==> config.mk <==
export PLATFORM = sky130hd
export DESIGN_NAME = dmem_requester
export DESIGN_NICKNAME = d
export VERILOG_FILES = /design/src/rtl/dmem_requester.sv
export SDC_FILE = /design/constraint.sdc
export NUM_CORES = 1
export LEC_CHECK = 0
export ABC_AREA = 0
export BUFFER_PORTS_ARGS = -buffer_cell sky130_fd_sc_hd__buf_4
export CAP_MARGIN = 20
export CORE_ASPECT_RATIO = 1.1
export CORE_MARGIN = 4
export CORE_UTILIZATION = 39
export DETAILED_ROUTE_END_ITERATION = 6
export PLACE_DENSITY = 0.65
export SETUP_SLACK_MARGIN = 0.4
export SLEW_MARGIN = 20
export SYNTH_ARGS = -nofsm -noshare
export SYNTH_HDL_FRONTEND = slang
export SYNTH_SLANG_ARGS = --single-unit
==> constraint.sdc <==
create_clock -name clk -period 2.5 [get_ports clk]
set_input_delay 0.5 -clock clk [delete_from_list [all_inputs] [get_ports clk]]
set_output_delay 0.5 -clock clk [all_outputs]
set_load 0.02 [all_outputs]
==> src/rtl/dmem_requester.sv <==
// Core-side requester for the synchronous single-port data memory: load, store
// and forward block copy, with address-window checking at request acceptance.
module dmem_requester #(
    parameter int ADDR_LO = 64,
    parameter int ADDR_HI = 127
) (
    input  logic       clk,
    input  logic       rst,
    input  logic       req_valid,
    output logic       req_ready,
    input  logic [1:0] req_op,
    input  logic [7:0] req_addr,
    input  logic [7:0] req_wdata,
    input  logic [6:0] req_len,
    output logic       resp_valid,
    input  logic       resp_ready,
    output logic [7:0] resp_rdata,
    output logic       resp_err,
    output logic [7:0] mem_address,
    output logic [7:0] mem_write_data,
    output logic       mem_write_enable,
    input  logic [7:0] mem_read_data
);

    typedef enum logic [2:0] {IDLE, LD_ISS, LD_CAP, ST_WR, CP_RD, CP_CAP, CP_WR, RESP} state_t;

    localparam logic [8:0] LO9 = 9'(ADDR_LO);
    localparam logic [8:0] HI9 = 9'(ADDR_HI);

    state_t     r_state, w_nstate;
    logic [7:0] r_src, r_dst, r_buf;
    logic [6:0] r_len, r_idx;

    logic [7:0] w_src, w_dst, w_buf, w_addr, w_wdata, w_rdata;
    logic [6:0] w_len, w_idx, w_idx_nx;
    logic       w_ready, w_rvalid, w_err, w_we, w_ok;
    logic [8:0] w_a9, w_d9, w_aend, w_dend;
    logic       w_ls_ok, w_cp_ok;

    // 9-bit sums so a copy that runs past address 255 cannot wrap into the window
    assign w_a9     = {1'b0, req_addr};
    assign w_d9     = {1'b0, req_wdata};
    assign w_aend   = w_a9 + {2'b00, req_len} - 9'd1;
    assign w_dend   = w_d9 + {2'b00, req_len} - 9'd1;
    assign w_ls_ok  = (w_a9 >= LO9) && (w_a9 <= HI9);
    assign w_cp_ok  = (w_a9 >= LO9) && (w_d9 >= LO9) &&
                      ((req_len == 7'd0) || ((w_aend <= HI9) && (w_dend <= HI9)));
    assign w_idx_nx = r_idx + 7'd1;

    always_comb begin
        w_nstate = r_state;
        w_ready  = req_ready;
        w_rvalid = resp_valid;
        w_rdata  = resp_rdata;
        w_err    = resp_err;
        w_addr   = mem_address;
        w_wdata  = mem_write_data;
        w_we     = 1'b0;
        w_src    = r_src;
        w_dst    = r_dst;
        w_len    = r_len;
        w_idx    = r_idx;
        w_buf    = r_buf;
        w_ok     = 1'b0;
        case (r_state)
            IDLE: begin
                w_ready = 1'b1;
                if (req_valid) begin
                    w_ready = 1'b0;
                    w_src   = req_addr;
                    w_dst   = req_wdata;
                    w_len   = req_len;
                    w_idx   = 7'd0;
                    case (req_op)
                        2'b00:   w_ok = w_ls_ok;
                        2'b01:   w_ok = w_ls_ok;
                        2'b10:   w_ok = w_cp_ok;
                        default: w_ok = 1'b0;
                    endcase
                    if (!w_ok || (req_op == 2'b10 && req_len == 7'd0)) begin
                        w_nstate = RESP;
                        w_rvalid = 1'b1;
                        w_err    = !w_ok;
                        w_rdata  = 8'd0;
                    end else if (req_op == 2'b00) begin
                        w_nstate = LD_ISS;
                        w_addr   = req_addr;
                    end else if (req_op == 2'b01) begin
                        w_nstate = ST_WR;
                        w_addr   = req_addr;
                        w_wdata  = req_wdata;
                        w_we     = 1'b1;
                    end else begin
                        w_nstate = CP_RD;
                        w_addr   = req_addr;
                    end
                end
            end
            LD_ISS: w_nstate = LD_CAP;
            LD_CAP: begin
                w_nstate = RESP;
                w_rvalid = 1'b1;
                w_rdata  = mem_read_data;
                w_err    = 1'b0;
            end
            ST_WR: begin
                w_nstate = RESP;
                w_rvalid = 1'b1;
                w_rdata  = 8'd0;
                w_err    = 1'b0;
            end
            CP_RD: w_nstate = CP_CAP;
            CP_CAP: begin
                w_nstate = CP_WR;
                w_buf    = mem_read_data;
                w_addr   = r_dst + {1'b0, r_idx};
                w_wdata  = mem_read_data;
                w_we     = 1'b1;
            end
            CP_WR: begin
                w_idx = w_idx_nx;
                if (w_idx_nx == r_len) begin
                    w_nstate = RESP;
                    w_rvalid = 1'b1;
                    w_rdata  = r_buf;
                    w_err    = 1'b0;
                end else begin
                    w_nstate = CP_RD;
                    w_addr   = r_src + {1'b0, w_idx_nx};
                end
            end
            RESP: begin
                if (resp_ready) begin
                    w_nstate = IDLE;
                    w_rvalid = 1'b0;
                    w_ready  = 1'b1;
                end
            end
        endcase
    end

    always_ff @(posedge clk or posedge rst) begin
        if (rst) begin
            r_state          <= IDLE;
            req_ready        <= 1'b1;
            resp_valid       <= 1'b0;
            resp_rdata       <= 8'd0;
            resp_err         <= 1'b0;
            mem_address      <= 8'd0;
            mem_write_data   <= 8'd0;
            mem_write_enable <= 1'b0;
            r_src            <= 8'd0;
            r_dst            <= 8'd0;
            r_len            <= 7'd0;
            r_idx            <= 7'd0;
            r_buf            <= 8'd0;
        end else begin
            r_state          <= w_nstate;
            req_ready        <= w_ready;
            resp_valid       <= w_rvalid;
            resp_rdata       <= w_rdata;
            resp_err         <= w_err;
            mem_address      <= w_addr;
            mem_write_data   <= w_wdata;
            mem_write_enable <= w_we;
            r_src            <= w_src;
            r_dst            <= w_dst;
            r_len            <= w_len;
            r_idx            <= w_idx;
            r_buf            <= w_buf;
        end
    end

endmodule

* Word-level counts from Yosys, hierarchy flattened
Cells that the tools add are included.
Operators by class: add/subtract/negate cells 7, $mul 0, div/mod/pow operators 0, order comparisons 5, equality and inequality tests 18, shifts and indexed selects 0, multiplexer cells 42, bitwise gates (word level) 0, reductions and logical operators 29
Operator list (number):
- $mux W8 | 10
- $pmux W8 S4 | 1
- $pmux W8 S3 | 1
- $pmux W3 S7 | 1
- $add A8 B7 Y9 | 2
- $le A9 B7 Y1 const B | 2
- $sub A9 B1 Y9 const B | 2
- $add A8 B7 Y8 | 2
- $ge A8 B7 Y1 const B | 2
- $ne A2 B2 Y1 const B | 8
- $pmux W8 S2 | 1
- $mux W1 | 15
- $mux W3 | 5
- $pmux W7 S2 | 1
- $eq A3 B3 Y1 const B | 4
- $reduce_and A4 Y1 | 3
- $reduce_and A5 Y1 | 2
- $le A8 B7 Y1 const B | 1
- $reduce_and A2 Y1 | 4
- $reduce_bool A4 Y1 | 2
- $add A7 B1 Y7 const B | 1
- $eq A7 B7 Y1 | 1
- $logic_not A7 Y1 | 1
- $mux W7 | 1
- 16 further kinds | 28
Storage, ports and cells: bits in registers 69, latch bits 0, RAM bits 0, ROM bits 0, input bits 37, output and inout bits 28, logic and storage cells 114, memories kept 0

* Logic depth before layout (Yosys ltp)
Gate-level depths: netlist (run 1).
depth after elaboration 14, depth in mapped cells 13, gate-level depth less buffers 12

* Worst setup path after synthesis (run 1)
Ideal clock, no wire load.
path type input -> register, from input port req_wdata[1], to register mem_address[0], setup time 0.125 ns, arrival 3.004 ns, required time 2.375 ns, slack -0.629 ns, cell stages on the path 11, path buffers 0, path through inv_1 -> ha_1 -> inv_1 -> ha_1 -> fa_1 -> a211oi_1 -> nor4b_1 -> or4_4 -> o31ai_4 -> o211ai_4 -> mux2_4
Between the ends: word-level cells in the longest chain between the ends 13, elaborated cells between the ends (all ways) 15, classes of those cells add/sub: 2; order compare: 2; eq/ne: 1; mux: 3; reduce/logical: 7
Ends and longest elaborated chain:
- start, declared | line 13 | input logic [7:0] req_wdata,
- $add A8 B7 Y9 | line 44 | assign w_dend = w_d9 + {2'b00, req_len} - 9'd1;
- $sub A9 B1 Y9 | line 44
- $le A9 B7 Y1 | line 47 | ((req_len == 7'd0) || ((w_aend <= HI9) && (w_dend <= HI9)));
- $logic_and A1 B1 Y1 | line 47
- $logic_or A1 B1 Y1 | line 47
- $logic_and A1 B1 Y1 * | line 46 | assign w_cp_ok = (w_a9 >= LO9) && (w_d9 >= LO9) &&
- $pmux W1 S2 * | line 74 | case (req_op)
- $mux W1 * | line 68 | if (req_valid) begin
- $mux W1 * | line 65 | case (r_state)
- $logic_not A1 Y1 * | line 80 | if (!w_ok || (req_op == 2'b10 && req_len == 7'd0)) begin
- $logic_or A1 B1 Y1 * | line 80
- $ne A2 B2 Y1 (no source line) *
- $reduce_and A4 Y1 (no source line) *
- end signal, assigned | line 163 | mem_address <= w_addr;
- end, declared | line 19 | output logic [7:0] mem_address,
Mark *: on every way between the ends. The rest lies on a longest branch, timed or not. The select of a mux whose other input is x is not followed. A chain may end at the register's enable or synchronous reset.

* Worst setup path after layout (run 1)
from input port req_len[1], to register mem_address[1]
Between the ends: word-level cells in the longest chain between the ends 13, elaborated cells between the ends (all ways) 18, classes of those cells add/sub: 4; order compare: 2; eq/ne: 1; mux: 3; reduce/logical: 8
Ends and longest elaborated chain:
- start, declared | line 14 | input logic [6:0] req_len,
- $add A8 B7 Y9, on equally long branches | line 43, 44
- $sub A9 B1 Y9, on equally long branches | line 43, 44
- $le A9 B7 Y1 | line 47
- $logic_and A1 B1 Y1 | line 47
- $logic_or A1 B1 Y1 | line 47
- $logic_and A1 B1 Y1 | line 46
- $pmux W1 S2 | line 74
- $mux W1 | line 68
- $mux W1 | line 65
- $logic_not A1 Y1 | line 80
- $logic_or A1 B1 Y1 * | line 80
- $ne A2 B2 Y1 (no source line) *
- $reduce_and A4 Y1 (no source line) *
Marks and branches as above.

==> results of run 1 <==
placed cells by master, fill, tap and decap left out, types with 4 or more instances in the layout:
cell type	synthesis	final
xor2_1	13	13
dfrtp_1	68	68
o211ai_1	4	4
nor4_1	5	4
clkbuf_16	0	9
buf_4	0	136
nand3_1	27	26
a211oi_1	7	5
nor3_2	0	6
inv_2	0	15
inv_1	68	43
ha_4	0	13
xnor2_1	6	6
buf_6	0	11
o31ai_1	10	10
inv_4	0	5
nor3_1	22	16
nor2_1	26	25
buf_12	0	4
ha_1	43	29
o21ai_0	42	40
mux2_4	5	5
a32o_1	9	9
a21o_1	4	4
a21oi_1	15	12
nand2_1	66	65
mux2_2	8	8
worst paths after layout:
kind | slack (ns) | from | end | cells past startpoint
setup / recovery | -0.38 | req_len[1] | mem_address[1]$_DFFE_PP0P_ | 12
hold / removal | 0.16 | rst | mem_address[3]$_DFFE_PP0P_ | 2
setup reg to reg | -0.08 | r_idx[0]$_DFFE_PP0P_ | mem_address[6]$_DFFE_PP0P_ | 12
hold reg to reg | 0.48 | r_buf[0]$_DFFE_PP0P_ | r_buf[0]$_DFFE_PP0P_ | 2
max in group asynchronous | 1.71 | rst | r_dst[0]$_DFFE_PP0P_ | 3
min in group clk | 0.35 | resp_ready | r_state[0]$_DFFE_PP0P_ | 2
power by group through the flow:
stage / clock, uW / combinational, uW / sequential [uW]
3_3_place_gp: 0 / 4340 / 2040
2_1_floorplan: 0 / 2770 / 2190
4_1_cts: 1430 / 4620 / 2050
3_5_place_dp: 0 / 4430 / 2050
5_1_grt: 1470 / 5200 / 2130
6_report: 1410 / 4700 / 2050
kinds of logic after synthesis:
kind of cell             after synthesis  synth area share
AO/OA/AOI/OAI                        126            0.1793
XOR/XNOR                              21           0.04341
adder cells (fa/ha/maj)               47            0.1269
buffers and inverters                 91           0.07886
flip-flops                            69            0.3547
multiplexers                          17           0.04213
AND/OR/NAND/NOR                      177            0.1747
sequential cells by signal, indices dropped and copies added (netlist names):
signal	count
mem_address	8
mem_write_data	8
r_buf	8
r_dst	8
r_src	8
resp_rdata	8
r_idx	7
r_len	7
r_state	3
mem_write_enable	1
req_ready	1
resp_err	1
resp_valid	1
worst reg2reg max path, delay by kind of cell, from the launching register on:
family | cells | cell delay, ns
xor+xnor | 2 | 0.48
buf+inv | 2 | 0.25
fa+ha+maj | 1 | 0.32
mux | 1 | 0.29
flops | 1 | 0.38
compound gates | 4 | 0.57
simple gates | 2 | 0.19
synth_stat cells (3+ instances only):
| library cell | number | area, sq um |
|---|---|---|
| a211oi_1 | 7 | 52.55 |
| a21o_1 | 4 | 30.03 |
| a21oi_1 | 15 | 75.07 |
| a31oi_1 | 4 | 25.02 |
| a32o_1 | 9 | 90.09 |
| clkbuf_1 | 17 | 63.81 |
| clkbuf_8 | 4 | 55.05 |
| dfrtp_1 | 68 | 1702 |
| fa_1 | 4 | 80.08 |
| ha_1 | 43 | 538.0 |
| inv_1 | 68 | 255.2 |
| mux2_2 | 8 | 90.09 |
| mux2_4 | 5 | 75.07 |
| mux2i_1 | 4 | 40.04 |
| nand2_1 | 66 | 247.7 |
| nand2b_1 | 3 | 18.77 |
| nand3_1 | 27 | 135.1 |
| nor2_1 | 26 | 97.59 |
| nor3_1 | 22 | 110.1 |
| nor4_1 | 5 | 31.28 |
| o211ai_1 | 4 | 30.03 |
| o21a_1 | 3 | 22.52 |
| o21ai_0 | 42 | 210.2 |
| o31ai_1 | 10 | 75.07 |
| or4_1 | 3 | 22.52 |
| xnor2_1 | 6 | 52.55 |
| xor2_1 | 13 | 113.9 |
routing by layer:
layer,global-route usage,share of wire
met1,0.2657,0.44
met2,0.3412,0.48
met5,0,0
met4,0.09015,0.038
met3,0.03625,0.042
metrics by stage:
| stage | total power (uW) | instances | util |
|---|---|---|---|
| floorplan | 4957 | 548 | - |
| global placement | 6374 | 819 | 0.5096 |
| detailed placement | 6482 | 819 | 0.5096 |
| CTS | 8101 | 843 | 0.5632 |
| global route | 8806 | 849 | 0.5749 |
| finish | 8157 | 849 | 0.5749 |
area by class of cell:
class,instances,area (sq um),share of cell area
multi-input cells,389,3166,0.4536
flip-flops and latches,69,1728,0.2476
repair buffers,153,1255,0.1798
inverters,68,314.1,0.04500
clock buffers,9,225.2,0.03227
well taps,154,192.7,0.02761
clock inverters,7,98.84,0.01416
what timing repair did:
item / CTS / global route
setup buffers: 7 / 5
gates cloned: 1 / 1
pin swaps: 14 / 8
endpoints found under the hold margin: 0 / 0
gates resized for setup: 66 / 18
endpoints found under the setup margin: 29 / 29
==> summary.md, run 1 <==
| Metric | Value |
|---|---|
| Filler Cell Count | between 1000 and 1500 |
| Vias in the first global route | about 4700 |
| Register area share after synthesis | 0.3547 |
| Largest net degree at the start of global routing | 52 |
| Combinational share of power | 0.576 |
| # nets final | 774 |
| Cells after synthesis | 548 |
| Die W | 114.6 microns |
| Cell Int Power | 4818 uW |
| Clk Latency, worst-skew pair | between 0.3 and 0.4 ns |
| P_leak | roughly 0.0034 uW |
| Post-DP HPWL | 11.06 mm |
| Full die area | between 10000 and 15000 sq um |
| First-pass GRT wire length | around 24 mm |
| Worst Max-Slew Pin Slew | ~0.63 ns |
| Post-layout min period | around 2.9 ns |
| Mapped Avg Cell Area | ~9 sq um |
| Synthesized Nets | roughly 630 |
| VDD IR max | around 0.57 mV |
| Row cnt | 42 |
| Layout area overhead | 43.28% |
| Crit-path leading delay family | adder cells |
| Grt ovf | 0 |
| CTS tree | built |
| Hold Crit Class | in2async |
| Final Max Tran Viols | 0 |
| CP bufs+invs | 3 |
| Placed Area | ~6200 sq um |
| Async S/R FF share, synth | 1.000 |
| Diodes inserted | 0 |
| FMAX | around 350 MHz |
| Total GRT Usage | 0.2074 |
| Hold_buf cts | 0 |
| DRC Markers | 0 |
| Dpl ws | -0.8108 ns |
| # port buffers | 64 |
| Synth warnings | 0 |
| Yosys cell types | slightly above 70 |
| Max-Cap Viols | 0 |
| CTS sink count | 69 |
| Status | complete, but fails checks |
| Crit path capture type | flip-flop |
| Clock Power Share | 0.173 |
| Final setup viols | 29 |
| Synth Flop Type | dfrtp_1 |
| DR vias | approximately 4600 |
| Post-route cell area | 6979 sq um |
| Hold slack final | roughly 0.16 ns |
| Drt via density | about 5.4 |
| Most frequent cell on the critical path | ha_4 |
| Drt pass-1 iters | 5 |
| Rel. slew slack | 0.5829 |
| RSZ-0062 raised after global routing | yes |
| Fin. Hold Viols | 0 |
| Critical Path Source Type | input port |
| CTS clk-pin slew, worst paths | 0.06 ns |
| CP max FO | 8 |
| #FFs+latches synth | 69 |
| Switching Share | 0.4094 |
| Crit share post-route | 1.154 |
| WL final | about 15 mm |
| Final Skew | 0.007043 ns |
| Worst path cell trace | buf_12, inv_12, ha_4, inv_2, ha_4, fa_2, a211oi_2, nor4b_2, or4_4, o31ai_4, o211ai_4, mux2_4 |
| Post-route ant nets | 0 |
| Io pins | 65 |
| Placer Congestion | around 0.95 |
| Worst EP required | between 2 and 3 ns |
| P_sw | around 3300 uW |
| Failing checks | setup timing |
| DR WL/cell | 17.20 microns |
| Starting Density | 0.4013 |
| Power Density | 1169 nW/um^2 |
| CP arrival | ~3.1 ns |
| Synthesized area | approximately 4900 sq um |
| Setup TNS | -6.976 ns |
| Die height | approximately 130 microns |
| Share of cells above drive strength 1 | 0.3842 |
| Critical setup path kind | in2reg |
| DR iter-0 viols | approximately 240 |
| Final WS setup | -0.3849 ns |
| Initial antenna violation count | 0 |
| Sequential share of power | 0.252 |
| Clk root buf | clkbuf_16 |
| Max clock buf depth | 2 |
| Highest-delay cell along the critical path | or4_4 |
| H-tree depth | 3 |
| CTS Buf Count | 9 |
| Core area | between 10000 and 15000 sq um |
| Crit-path max cell delay | 0.56 ns |
| EDFF count, synth | 0 |
No activity file was read; power rests on OpenSTA's default activity.
==> run 2: changes to the inputs <==
--- a/config.mk
+++ b/config.mk
@@ -10,9 +10,9 @@
 export CAP_MARGIN = 20
 export CORE_ASPECT_RATIO = 1.1
 export CORE_MARGIN = 4
-export CORE_UTILIZATION = 39
+export CORE_UTILIZATION = 53
 export DETAILED_ROUTE_END_ITERATION = 6
-export PLACE_DENSITY = 0.65
+export PLACE_DENSITY = 0.82
 export SETUP_SLACK_MARGIN = 0.4
 export SLEW_MARGIN = 20
 export SYNTH_ARGS = -nofsm -noshare
==> run 2 against run 1 <==
The flow still finishes with violations (setup timing). Sequential power about the same. Register-to-register slack got worse by 0.11 ns. Largest cell class unchanged. Count of clock-buffer cells in the layout unchanged. Critical path type unchanged. Non-clock buffer count decreased by 13.
==> summary.md, run 2 (same netlist as run 1, synthesis figures left out) <==
| Metric | Value |
|---|---|
| Top Metal Used | met4 |
| Status | complete, but fails checks |
| Worst Max-Slew Pin Slew | between 0.4 and 0.5 ns |
| Drt via density | around 6.0 |
| Max clock buf depth | 2 |
| Most frequent cell on the critical path | ha_4 |
| Critical Path Source Type | input port |
| Crit path capture type | flip-flop |
| Dpl ws | -0.7995 ns |
| Initial antenna violation count | 0 |
| DR vias | roughly 4800 |
| Crit-path max cell delay | approximately 0.56 ns |
| Rel. slew slack | 0.6922 |
| DRC Markers | 0 |
| Reg2reg end | mem_address[6]$_DFFE_PP0P_ |
| Placer Congestion | roughly 0.94 |
| Final setup viols | 29 |
| DR iter-0 viols | roughly 360 |
| Share of cells above drive strength 1 | 0.3783 |
| Post-DP HPWL | around 10 mm |
| Post-layout min period | a little under 3 ns |
| CP arrival | roughly 3.2 ns |
| Hold slack final | 0.2180 ns |
| Row cnt | 36 |
| Crit share post-route | 1.159 |
| Critical setup path kind | in2reg |
| Grt ovf | 0 |
| Post-Layout Cell Count | 796 |
| Core area | ~8900 sq um |
| R2R Setup Slk | -0.19 ns |
| Worst path cell trace | buf_12, inv_12, ha_4, inv_2, ha_4, fa_2, a211oi_4, nor4b_2, or4_4, o31ai_4, o211ai_4, mux2_4 |
| Reg2reg path depth | 12 |
| Filler Cell Count | between 500 and 600 |
| Full die area | 10790 sq um |
| Worst EP required | around 2.8 ns |
| # nets final | between 700 and 800 |
| CP max FO | 8 |
| VDD IR max | ~0.71 mV |
| Setup TNS | -8.076 ns |
| CTS sink count | 69 |
| Diodes inserted | 0 |
| Power Density | between 1000 and 1500 nW/um^2 |
| Area of the multi-input gates | approximately 3200 sq um |
| Hold_buf cts | 0 |
| CTS tree | built |
| CTS clk-pin slew, worst paths | 0.09 ns |
| Max-Cap Viols | 0 |
| Io pins | between 60 and 70 |
| Clk Latency, worst-skew pair | between 0.3 and 0.4 ns |
| M1 WL | roughly 6 mm |
| # port buffers | between 60 and 70 |
| WL final | around 15 mm |
| Crit-path leading delay family | adder cells |
| Final Max Tran Viols | 0 |
| RSZ-0062 raised after global routing | yes |
| Met3 routed WL | approximately 930 microns |
| DR WL/cell | ~19 microns |
| Final WS setup | -0.3970 ns |
| Starting Density | 0.5462 |
| FMAX | between 300 and 400 MHz |
| Most frequent cells in the layout | 131 x buf_4, 68 x dfrtp_1, 65 x nand2_1, 47 x inv_1, 40 x o21ai_0 |
| Clk root buf | clkbuf_8 |
| Drt pass-1 iters | 5 |
| Post-route ant nets | 0 |
| Final Skew | between 0.01 and 0.015 ns |
| First-pass GRT wire length | 22.79 mm |
| Hold Crit Class | in2async |
| Failing checks | setup timing |
| Reg2Reg Launch Point | r_idx[0]$_DFFE_PP0P_ |
| Register area | 1728 sq um |
| Met2 routed WL | 7.563 mm |
| Vias in the first global route | 4765 |
| Post-Place Cells | between 700 and 800 |
| Fin. Hold Viols | 0 |
| CTS Buf Count | 9 |
| Die W | between 90 and 100 microns |
| Total GRT Usage | 0.2675 |
| H-tree depth | 3 |
| P_leak | approximately 0.0032 uW |
| Die height | approximately 110 microns |
| Layout area overhead | 37.99% |
| Highest-delay cell along the critical path | or4_4 |
| Largest net degree at the start of global routing | 70 |
| CP bufs+invs | 3 |
| Commonest non-fill, non-tap cell in the layout | buf_4 |
==> run 2: cell count changes in the layout (fill, tap and decap cells not counted), sizes merged <==
cell      before  now
inv           68   70
clkinv         3    1
a31o           2    1
bufinv         2    1
buf          153  140
o211ai         6    7
clkinvlp       2    3
==> run 2: final cells by class <==
type,count,area share
Clock buffer,9,0.01843
Clock inverter,7,0.01229
Tap cell,114,0.02122
Timing Repair Buffer,140,0.1692
Sequential cell,69,0.2571
Inverter,68,0.04523
Multi-Input combinational cell,389,0.4765
==> run 2: how the worst max path moves through the flow <==
stage          slack [ns]  cells after the start        from                    endpoint
2_1_floorplan       -0.45                     11  req_len[1]  mem_address[0]$_DFFE_PP0P_
3_3_place_gp        -0.72                     12  req_len[2]  mem_address[0]$_DFFE_PP0P_
3_5_place_dp        -0.80                     13  req_len[1]   resp_rdata[1]$_DFFE_PP0P_
4_1_cts             -0.32                     12  req_len[1]  mem_address[5]$_DFFE_PP0P_
5_1_grt             -0.42                     11  req_len[2]  mem_address[5]$_DFFE_PP0P_
6_report            -0.40                     12  req_len[1]  mem_address[5]$_DFFE_PP0P_
==> run 2: tightest hold or removal path, stage by stage <==
cell and delay, ns:
buf_4 0.12, clkinvlp_4 0.07, buf_12 0.31
==> run 2: what timing repair did <==
| item | in CTS | in global routing |
|---|---|---|
| buffers inserted | 4 | 3 |
| resized for setup | 20 | 54 |
| setup endpoints to repair | 29 | 29 |
| pin swaps | 5 | 23 |
| cloned | 1 | 0 |
==> run 2: per-stage QoR <==
stage               instance area, sq um  total power, uW  utilization
floorplan                           5061             4957            -
global route                        6721             8339       0.7536
global placement                    6096             6230       0.6835
CTS                                 6424             7482       0.7203
detailed placement                  6096             6417       0.6835
finish                              6721             7807       0.7536
==> run 2: power breakdown <==
group          switching, uW  internal, uW
clock network            498           476
logic                   2520          2250
registers                421          1640
==> run 2: routing by layer <==
| layer | vias to the layer above | track usage |
|---|---|---|
| met5 | - | 0 |
| met4 | 0 | 0.1268 |
| met3 | 57 | 0.04774 |
| met2 | 215 | 0.4640 |
| li1 | 2181 | - |
| met1 | 2320 | 0.3210 |
